**src/rtl/chrom_pkg.sv**
```systemverilog
// Shared definitions for the chromosome loader: default chromosome geometry,
// loader FSM states and the error byte returned on a failed checksum.
package chrom_pkg;

    localparam int         CHROM_BITS = 103;
    localparam int         NBYTES     = (CHROM_BITS + 7) / 8;
    localparam logic [7:0] ERR_BYTE   = 8'hFF;

    typedef enum logic [1:0] {
        RECV,
        APPLY,
        EVAL,
        SEND
    } state_t;

endpackage

```
**src/rtl/sequenciador_avaliacao.sv**
```systemverilog
// Evaluation sequencer: sweeps every input combination, holds each for SETTLE_CYCLES
// and captures the circuit response on the last cycle of each window.
module sequenciador_avaliacao #(
    parameter int N_IN          = 2,
    parameter int N_OUT         = 1,
    parameter int SETTLE_CYCLES = 4,
    parameter int TT_BITS       = (1 << N_IN) * N_OUT
) (
    input  logic               clk,
    input  logic               rst_n,
    input  logic               start,
    input  logic [N_OUT-1:0]   chrom_out,
    output logic [N_IN-1:0]    chrom_in,
    output logic [TT_BITS-1:0] tabela,
    output logic               done
);

    localparam int NCOMB = 1 << N_IN;
    localparam int CW    = $clog2(SETTLE_CYCLES + 1);

    logic               busy;
    logic [CW-1:0]      cnt;
    logic [TT_BITS-1:0] tt;
    logic               last_tick;

    assign last_tick = busy && (cnt == CW'(SETTLE_CYCLES - 1));
    // done is combinational so the caller leaves EVAL on the very edge of the last sample
    assign done      = last_tick && (chrom_in == '1);

    // tabela is the table with the current response merged in, valid on last_tick
    always_comb begin
        tabela = tt;
        for (int c = 0; c < NCOMB; c++) begin
            if (chrom_in == N_IN'(c)) tabela[c*N_OUT +: N_OUT] = chrom_out;
        end
    end

    always_ff @(posedge clk or negedge rst_n) begin
        if (!rst_n) begin
            busy     <= 1'b0;
            cnt      <= '0;
            chrom_in <= '0;
            tt       <= '0;
        end else if (start) begin
            busy     <= 1'b1;
            cnt      <= '0;
            chrom_in <= '0;
            tt       <= '0;
        end else if (busy) begin
            if (last_tick) begin
                tt       <= tabela;
                cnt      <= '0;
                chrom_in <= chrom_in + 1'b1;
                if (done) busy <= 1'b0;
            end else begin
                cnt <= cnt + 1'b1;
            end
        end
    end

endmodule

```
**src/rtl/carregador_cromossomo.sv**
```systemverilog
// Chromosome loader/evaluator: assembles host bytes into the chromosome, sweeps the circuit
// and returns its truth table. Define CHROM_CHECKSUM_EN to require a trailing XOR checksum byte.
//
// state | meaning
// RECV  | accepting chromosome bytes into the shadow register
// APPLY | one cycle: shadow copied to cromossomo, sequencer started
// EVAL  | sequencer sweeping input combinations
// SEND  | result byte offered to host until tx_ready
module carregador_cromossomo #(
    parameter int CHROM_BITS    = chrom_pkg::CHROM_BITS,
    parameter int N_IN          = 2,
    parameter int N_OUT         = 1,
    parameter int SETTLE_CYCLES = 4
) (
    input  logic                  clk,
    input  logic                  rst_n,
    input  logic [7:0]            rx_data,
    input  logic                  rx_valid,
    output logic                  rx_ready,
    output logic [7:0]            tx_data,
    output logic                  tx_valid,
    input  logic                  tx_ready,
    output logic [CHROM_BITS-1:0] cromossomo,
    output logic                  processing,
    output logic [N_IN-1:0]       chromIn,
    input  logic [N_OUT-1:0]      chromOut
);

    import chrom_pkg::*;

    localparam int NB      = (CHROM_BITS + 7) / 8;
`ifdef CHROM_CHECKSUM_EN
    localparam int NB_RX   = NB + 1;
`else
    localparam int NB_RX   = NB;
`endif
    localparam int BCW     = $clog2(NB_RX + 1);
    localparam int TT_BITS = (1 << N_IN) * N_OUT;

    localparam logic [BCW-1:0] LAST_IDX = BCW'(NB_RX - 1);
    localparam logic [BCW-1:0] NB_IDX   = BCW'(NB);

    state_t             state;
    logic [NB*8-1:0]    shadow;
    logic [BCW-1:0]     byte_cnt;
    logic [TT_BITS-1:0] tabela;
    logic               eval_start;
    logic               eval_done;
    logic               unused_pad;
`ifdef CHROM_CHECKSUM_EN
    logic [7:0]         csum;
`endif

    // padding bits of the last byte never reach the phenotype
    assign unused_pad = ^shadow[NB*8-1:CHROM_BITS];
    assign eval_start = (state == APPLY);

    sequenciador_avaliacao #(
        .N_IN          (N_IN),
        .N_OUT         (N_OUT),
        .SETTLE_CYCLES (SETTLE_CYCLES)
    ) u_seq (
        .clk       (clk),
        .rst_n     (rst_n),
        .start     (eval_start),
        .chrom_out (chromOut),
        .chrom_in  (chromIn),
        .tabela    (tabela),
        .done      (eval_done)
    );

    always_ff @(posedge clk or negedge rst_n) begin
        if (!rst_n) begin
            state      <= RECV;
            shadow     <= '0;
            byte_cnt   <= '0;
            cromossomo <= '0;
            rx_ready   <= 1'b0;
            tx_data    <= '0;
            tx_valid   <= 1'b0;
            processing <= 1'b0;
`ifdef CHROM_CHECKSUM_EN
            csum       <= '0;
`endif
        end else begin
            case (state)
                RECV: begin
                    rx_ready <= 1'b1;
                    if (rx_valid && rx_ready) begin
                        if (byte_cnt < NB_IDX) shadow[{byte_cnt, 3'b000} +: 8] <= rx_data;
                        byte_cnt <= byte_cnt + 1'b1;
`ifdef CHROM_CHECKSUM_EN
                        csum     <= csum ^ rx_data;
`endif
                        if (byte_cnt == LAST_IDX) begin
                            rx_ready <= 1'b0;
`ifdef CHROM_CHECKSUM_EN
                            // on a bad checksum the applied chromosome is left untouched
                            if (csum != rx_data) begin
                                state    <= SEND;
                                tx_valid <= 1'b1;
                                tx_data  <= ERR_BYTE;
                            end else begin
                                state      <= APPLY;
                                processing <= 1'b1;
                            end
`else
                            state      <= APPLY;
                            processing <= 1'b1;
`endif
                        end
                    end
                end
                APPLY: begin
                    cromossomo <= shadow[CHROM_BITS-1:0];
                    state      <= EVAL;
                end
                EVAL: begin
                    if (eval_done) begin
                        processing <= 1'b0;
                        tx_valid   <= 1'b1;
                        tx_data    <= 8'(tabela);
                        state      <= SEND;
                    end
                end
                SEND: begin
                    if (tx_ready) begin
                        tx_valid <= 1'b0;
                        byte_cnt <= '0;
                        rx_ready <= 1'b1;
                        state    <= RECV;
`ifdef CHROM_CHECKSUM_EN
                        csum     <= '0;
`endif
                    end
                end
                default: state <= RECV;
            endcase
        end
    end

endmodule
```
**config.mk**
```make
export PLATFORM = sky130hd
export DESIGN_NAME = carregador_cromossomo
export DESIGN_NICKNAME = d
export VERILOG_FILES = /design/src/rtl/chrom_pkg.sv /design/src/rtl/sequenciador_avaliacao.sv /design/src/rtl/carregador_cromossomo.sv
export SDC_FILE = /design/constraint.sdc
export NUM_CORES = 1
export LEC_CHECK = 0
export BUFFER_PORTS_ARGS = -buffer_cell sky130_fd_sc_hd__buf_2
export CAP_MARGIN = 20
export CORE_MARGIN = 4
export CORE_UTILIZATION = 55
export CTS_CLUSTER_DIAMETER = 120
export DETAILED_ROUTE_END_ITERATION = 6
export PLACE_DENSITY = 0.78
export REMOVE_ABC_BUFFERS = 1
export SYNTH_ARGS = -nofsm -noshare
export SYNTH_HDL_FRONTEND = slang
export SYNTH_HIERARCHICAL = 1
export SYNTH_SLANG_ARGS = --single-unit
```
**constraint.sdc**
```tcl
create_clock -name clk -period 3.2 [get_ports clk]
set_input_delay 0.32 -clock clk [delete_from_list [all_inputs] [get_ports clk]]
set_output_delay 0.32 -clock clk [all_outputs]
set_load 0.005 [all_outputs]
```
Yosys cells after proc, flatten, opt, wreduce, memory -nomap -nowiden
Cells that the tools add are included.
{ "word_totals": {"inputBits": 13, "register_bits": 230, "mem_bits_rw": 0, "out_inout_bits": 116, "latchBits": 0, "mem_count": 0, "wordCells": 86, "romBits": 0} }
{ "classes": {"n_shift": 2, "n_lt_le_gt_ge": 1, "n_mux": 37, "reduce_logical": 18, "n_mul": 0, "add_sub_neg": 4, "eq_ne": 12, "div": 0, "n_bitwise": 0} }
{ "ops": {"columns": ["cell", "count"], "rows": [
  ["bitwise mux 104 bit", 1],
  ["variable shift 8 x 9 -> 104 bit, first input constant", 1],
  ["variable part select 8 x 9 -> 104 bit", 1],
  ["2-to-1 mux 4 bit", 5],
  ["2-to-1 mux 1 bit", 16],
  ["2-to-1 mux 2 bit", 7],
  ["nonzero test 2 bit", 5],
  ["2-to-1 mux 3 bit", 3],
  ["negation 7 -> 9 bit", 1],
  ["AND reduction 3 bit", 3],
  ["== test 2 bit, second input constant", 4],
  ["inequality test 2 bit, second input constant", 4],
  ["one-hot mux 2 bit (4 select lines)", 1],
  ["one-hot mux 4 bit (2 select lines)", 1],
  ["AND reduction 4 bit", 2],
  ["one-hot mux 1 bit (2 select lines)", 3],
  ["AND reduction 2 bit", 3],
  ["adder 4 x 1 -> 4 bit, second input constant", 1],
  ["== test 2 x 1 -> 1 bit, second input constant", 2],
  ["== test 4 bit, second input constant", 1],
  ["zero test 2 bit", 2],
  ["less-than comparator 4 bit, second input constant", 1],
  ["adder 3 x 1 -> 3 bit, second input constant", 1],
  ["== test 3 x 2 -> 1 bit, second input constant", 1],
  ["2 further kinds", 4]
]} }

Logic depth before layout (Yosys ltp)
{ "logic_depth": {"ltp_word": 7, "ltp_mapped": 11, "depth_no_buf": 6} }

Modules after synthesis
The synthesis kept the hierarchy.
{ "modules_own_cells": {"columns": ["mod", "area_per_inst_um2", "n_inst", "seq_area_each_um2", "cells_each"], "rows": [
  ["carregador_cromossomo", 8680.8, 1, 5480.3, 579],
  ["sequenciador_avaliacao", 566.8, 1, 250.2, 49]
]} }

Worst setup path after synthesis
OpenSTA, ideal clock, no wires.
{ "synth_timing": {"path_type": "reg2reg", "from": "register byte_cnt[0]", "to": "register shadow[14]", "synth_period_minus_slack_ps": 2299, "setup_ps": 121, "t_required_ps": 3079, "n_path_buf": 3, "setup_slack_ps": 901, "stages_incl_launch_ff": 10, "arrival_ps": 2178, "cell_sequence": "dfrtp_1 > buf_6 > inv_1 > ha_1 > buf_2 > or3b_2 > and4_1 > buf_2 > and3_1 > a22o_1"} }
{ "synth_between": {"elab_chain_cells": 3, "elab_cells_between_ends": 6, "classes_between": "add/sub: 1; order compare: 1; shift: 2; mux: 1; reduce/logical: 1"} }
{ "synth_lines": {"columns": ["element", "line_no", "text"], "rows": [
  ["start: declaration", "carregador_cromossomo.sv:45", "logic [BCW-1:0] byte_cnt;"],
  ["start signal: assignment", "carregador_cromossomo.sv:91", "byte_cnt <= byte_cnt + 1'b1;"],
  ["negation 7 -> 9 bit", "carregador_cromossomo.sv:90", "if (byte_cnt < NB_IDX) shadow[{byte_cnt, 3'b000} +: 8] <= rx_data;"],
  ["variable part select 8 x 9 -> 104 bit / variable shift 8 x 9 -> 104 bit (equally long branches)", "carregador_cromossomo.sv:90", null],
  ["bitwise mux 104 bit", "carregador_cromossomo.sv:90", null],
  ["end signal: indexed assignment", "carregador_cromossomo.sv:90", null],
  ["end: declaration", "carregador_cromossomo.sv:44", "logic [NB*8-1:0] shadow;"]
]} }
Parallel ways exist; a longest one is shown, timed or not.
A chain may end at the register's enable or synchronous reset.

Final worst setup path
{ "layout_timing": {"from": "register byte_cnt[0]", "to": "register shadow[95]"} }
The elaborated chain is that of the path after synthesis.

==> flow_metrics.py <==
metrics = {
    "floorplanning": {
        "io_pins": 129,
        "dieArea_sq_mm": 0.0190,
        "start_util": 0.560,
        "dieWidth_um": 138,
        "rows": 47,
        "coreArea_sq_mm": 0.0165,
        "fp.dieH_um": 138,
    },
    "clocking": {
        "cts.htree.levels": 1,
        "cts_max_path_buffers": 3,
        "clk_latency_ns": 0.52,
        "cts_root_buf": "clkbuf_16",
        "cts_tree": "built",
        "post_cts_buffers": 0,
        "ctsResizeCount": 0,
        "clk_pin_slew_ns": 0.06,
        "cts_inserted_buffers": 24,
        "cts_sinks": 229,
        "postCtsHoldBufs": 1,
    },
    "power": {
        "powerDensity_mw_per_mm2": 971,
        "pwr-share-clk": 0.293,
        "total_power_mw": 10.7,
        "comb_power_share": 0.296,
        "internal-power_mw": 7.36,
        "switching_share": 0.311,
        "share_seq_of_total_power": 0.411,
        "p_leak_nw": 5.68,
        "p_sw_mw": 3.32,
        "peakVddDrop_v": 0.000550,
    },
    "placement": {
        "place.gp.congestion": 0.846,
        "portBuffers": 124,
        "place_area_sq_mm": 0.0101,
        "hpwl_mm": 13.6,
        "place_ws_ns": 0.534,
    },
    "detailed_routing": {
        "routed_wl_mm": 20.3,
        "drtIter0Drc": 356,
        "top_layer": "met4",
        "ant_nets": 0,
        "drt_pass1_iterations": 6,
        "wl_met2_mm": 10.2,
        "detail_route.wl_per_cell_um": 20.5,
        "wl_met3_mm": 1.38,
        "num_vias": 5719,
        "drc": 0,
        "viasPerCell": 5.79,
        "met1_length_mm": 8.30,
    },
    "job": {
        "max_cap_viol_count": 0,
    },
    "logic_synthesis": {
        "yosys.area.top_type": "dfrtp_1",
        "postSynthAreaPerCell_sq_um": 14.7,
        "syn_inst": 628,
        "synth_top_area_share": 0.620,
        "synthTopCellsByArea": "dfrtp_1, mux2_2, a22o_1",
        "synth-edff-count": 0,
        "synth.yosys.warnings": 6,
        "yosysSeqAreaShare": 0.620,
        "async_reset_ff_frac": 1.00,
        "netlist_area_sq_mm": 0.00925,
        "ys_ff_latch": 229,
        "synth_flop_cell": "dfrtp_1",
        "ys_top_cells_by_count": "dfrtp_1, mux2_2, a22o_1",
        "yosysUniqueCellTypes": 51,
        "yosysMostFrequentCell": "dfrtp_1",
    },
    "sta": {
        "min_period_ns": 2.72,
        "tns_ns": 0,
        "fin_crit_sh": 0.851,
        "finClkSkew_ns": 0.0237,
        "setup_ws_ns": 0.476,
        "fmaxAchievable_mhz": 367,
        "rsz0062_at_grt": "false",
        "slew_headroom": 0.508,
        "finalHoldWorstSlack_ns": 0.130,
        "worst_pin_slew_ns": 0.733,
        "setup_viol": 0,
        "hold_violations": 0,
        "drv_slew": 0,
    },
    "min_path": {
        "min-delay-start": "tx_ready",
        "min_path_type": "in2reg",
        "hold_depth": 3,
        "min_to": "tx_valid",
    },
    "global_route": {
        "antenna_found_initial": 0,
        "grt_max_degree": 81,
        "overflow": 0,
        "grt_pass1_wl_mm": 32.0,
        "grt_pass1_vias": 5996,
        "grt_usage": 0.214,
    },
    "outcome": {
        "outcome": "complete, no violations",
    },
    "final_layout": {
        "syn_to_final_growth_pct": 19.0,
        "nets": 777,
        "antennaDiodeCount": 0,
        "drive_gt1_frac": 0.439,
        "fin_area_sq_mm": 0.0110,
        "fill_cells": 1162,
    },
    "worst_setup_path": {
        "endpoint_kind": "flop",
        "critPathKind": "reg2reg",
        "path_max_fanout": 13,
        "timing.rr.end": "shadow[95]",
        "crit_arrival_ns": 3.16,
        "slowest_stage": "dfrtp_1",
        "reg2reg_slack_ns": 0.48,
        "required_ns": 3.64,
        "r2r_start": "byte_cnt[0]",
        "max_stage_delay_ns": 0.55,
        "critical_path.cell_chain": "inv_1 > ha_1 > or3b_2 > and4_1 > o21ai_1 > a22o_1",
        "startpoint_type": "flop",
        "reg2reg_depth": 6,
    },
}
==> logic make-up (layout without fill, tap and decap cells) <==
group,count (synthesis),after routing,share of synthesized area
flip-flops,229,229,0.620
multiplexers,146,146,0.177
AO/OA/AOI/OAI,102,102,0.0982
AND/OR/NAND/NOR,80,80,0.0557
buffers and inverters,54,191,0.0277
adder cells (fa/ha/maj),14,14,0.0189
XOR/XNOR,2,2,0.00189
other,1,4,0.000406
==> per-layer routing <==
metal | track usage | vias up
li1 | - | 2549
met1 | 0.286 | 2918
met2 | 0.361 | 211
met3 | 0.0442 | 41
met4 | 0.0549 | 0
met5 | 0 | -
==> power by group through the flow <==
stage	combinational (mW)	sequential, mW	clock, mW
2_1_floorplan	2.01	4.30	0
3_3_place_gp	3.03	4.37	0
3_5_place_dp	3.17	4.43	0
4_1_cts	3.19	4.40	3.18
5_1_grt	3.45	4.50	3.29
6_report	3.16	4.40	3.13
==> per-stage QoR <==
step / util / instances
floorplan: - / 588
global placement: 0.610 / 943
detailed placement: 0.610 / 943
CTS: 0.666 / 988
global route: 0.666 / 988
finish: 0.666 / 988
==> worst max-delay path, delay by kind of cell, from the launching register on <==
family | cells | cell delay (ns)
AO/OA/AOI/OAI | 2 | 0.68
buffers and inverters | 1 | 0.20
flip-flops | 1 | 0.55
AND/OR/NAND/NOR | 2 | 0.83
adder cells (fa/ha/maj) | 1 | 0.40
==> worst max-delay path by stage <==
stage	startpoint	to
after CTS	byte_cnt[0]	shadow[41]
final	byte_cnt[0]	shadow[95]
after detailed placement	byte_cnt[0]	shadow[95]
after floorplan	state[1]	cromossomo[0]
after global routing	byte_cnt[0]	shadow[95]
after global placement	byte_cnt[0]	shadow[88]
==> registers in the layout, indices dropped and copies added (netlist names) <==
register / flops
cromossomo: 103
shadow: 103
byte_cnt: 4
tx_data: 4
u_seq/tt: 4
u_seq/cnt: 3
state: 2
u_seq/chrom_in: 2
processing: 1
rx_ready: 1
tx_valid: 1
u_seq/busy: 1
==> area by class of cell <==
| type | count | area [sq um] | area share |
|---|---|---|---|
| Clock buffer | 29 | 639 | 0.0581 |
| Sequential cell | 229 | 5730 | 0.521 |
| Clock inverter | 15 | 273 | 0.0248 |
| Multi-Input combinational cell | 348 | 3280 | 0.298 |
| Timing Repair Buffer | 136 | 761 | 0.0691 |
| Inverter | 11 | 41.3 | 0.00375 |
| Tap cell | 220 | 275 | 0.0250 |
==> layout by cell type, fill, tap and decap left out, drive strengths merged, types with 2 or more instances in the layout <==
master / Yosys / routed
and4: 4 / 4
a32o: 24 / 24
o21a: 2 / 2
a22o: 50 / 50
clkinv: 0 / 5
dfrtp: 229 / 229
nor4: 2 / 2
nor3: 8 / 8
nand2: 13 / 13
mux2i: 3 / 3
ha: 14 / 14
and2b: 4 / 4
o41ai: 2 / 2
and3b: 2 / 2
a21oi: 6 / 6
nand3b: 3 / 3
nand3: 4 / 4
and3: 17 / 17
o21ai: 11 / 11
clkinvlp: 0 / 3
conb: 1 / 4
mux2: 143 / 143
bufinv: 0 / 7
or3b: 2 / 2
inv: 11 / 11
nor2: 13 / 13
clkbuf: 12 / 29
xnor2: 2 / 2
buf: 31 / 135
No activity file was read; power rests on OpenSTA's default activity.
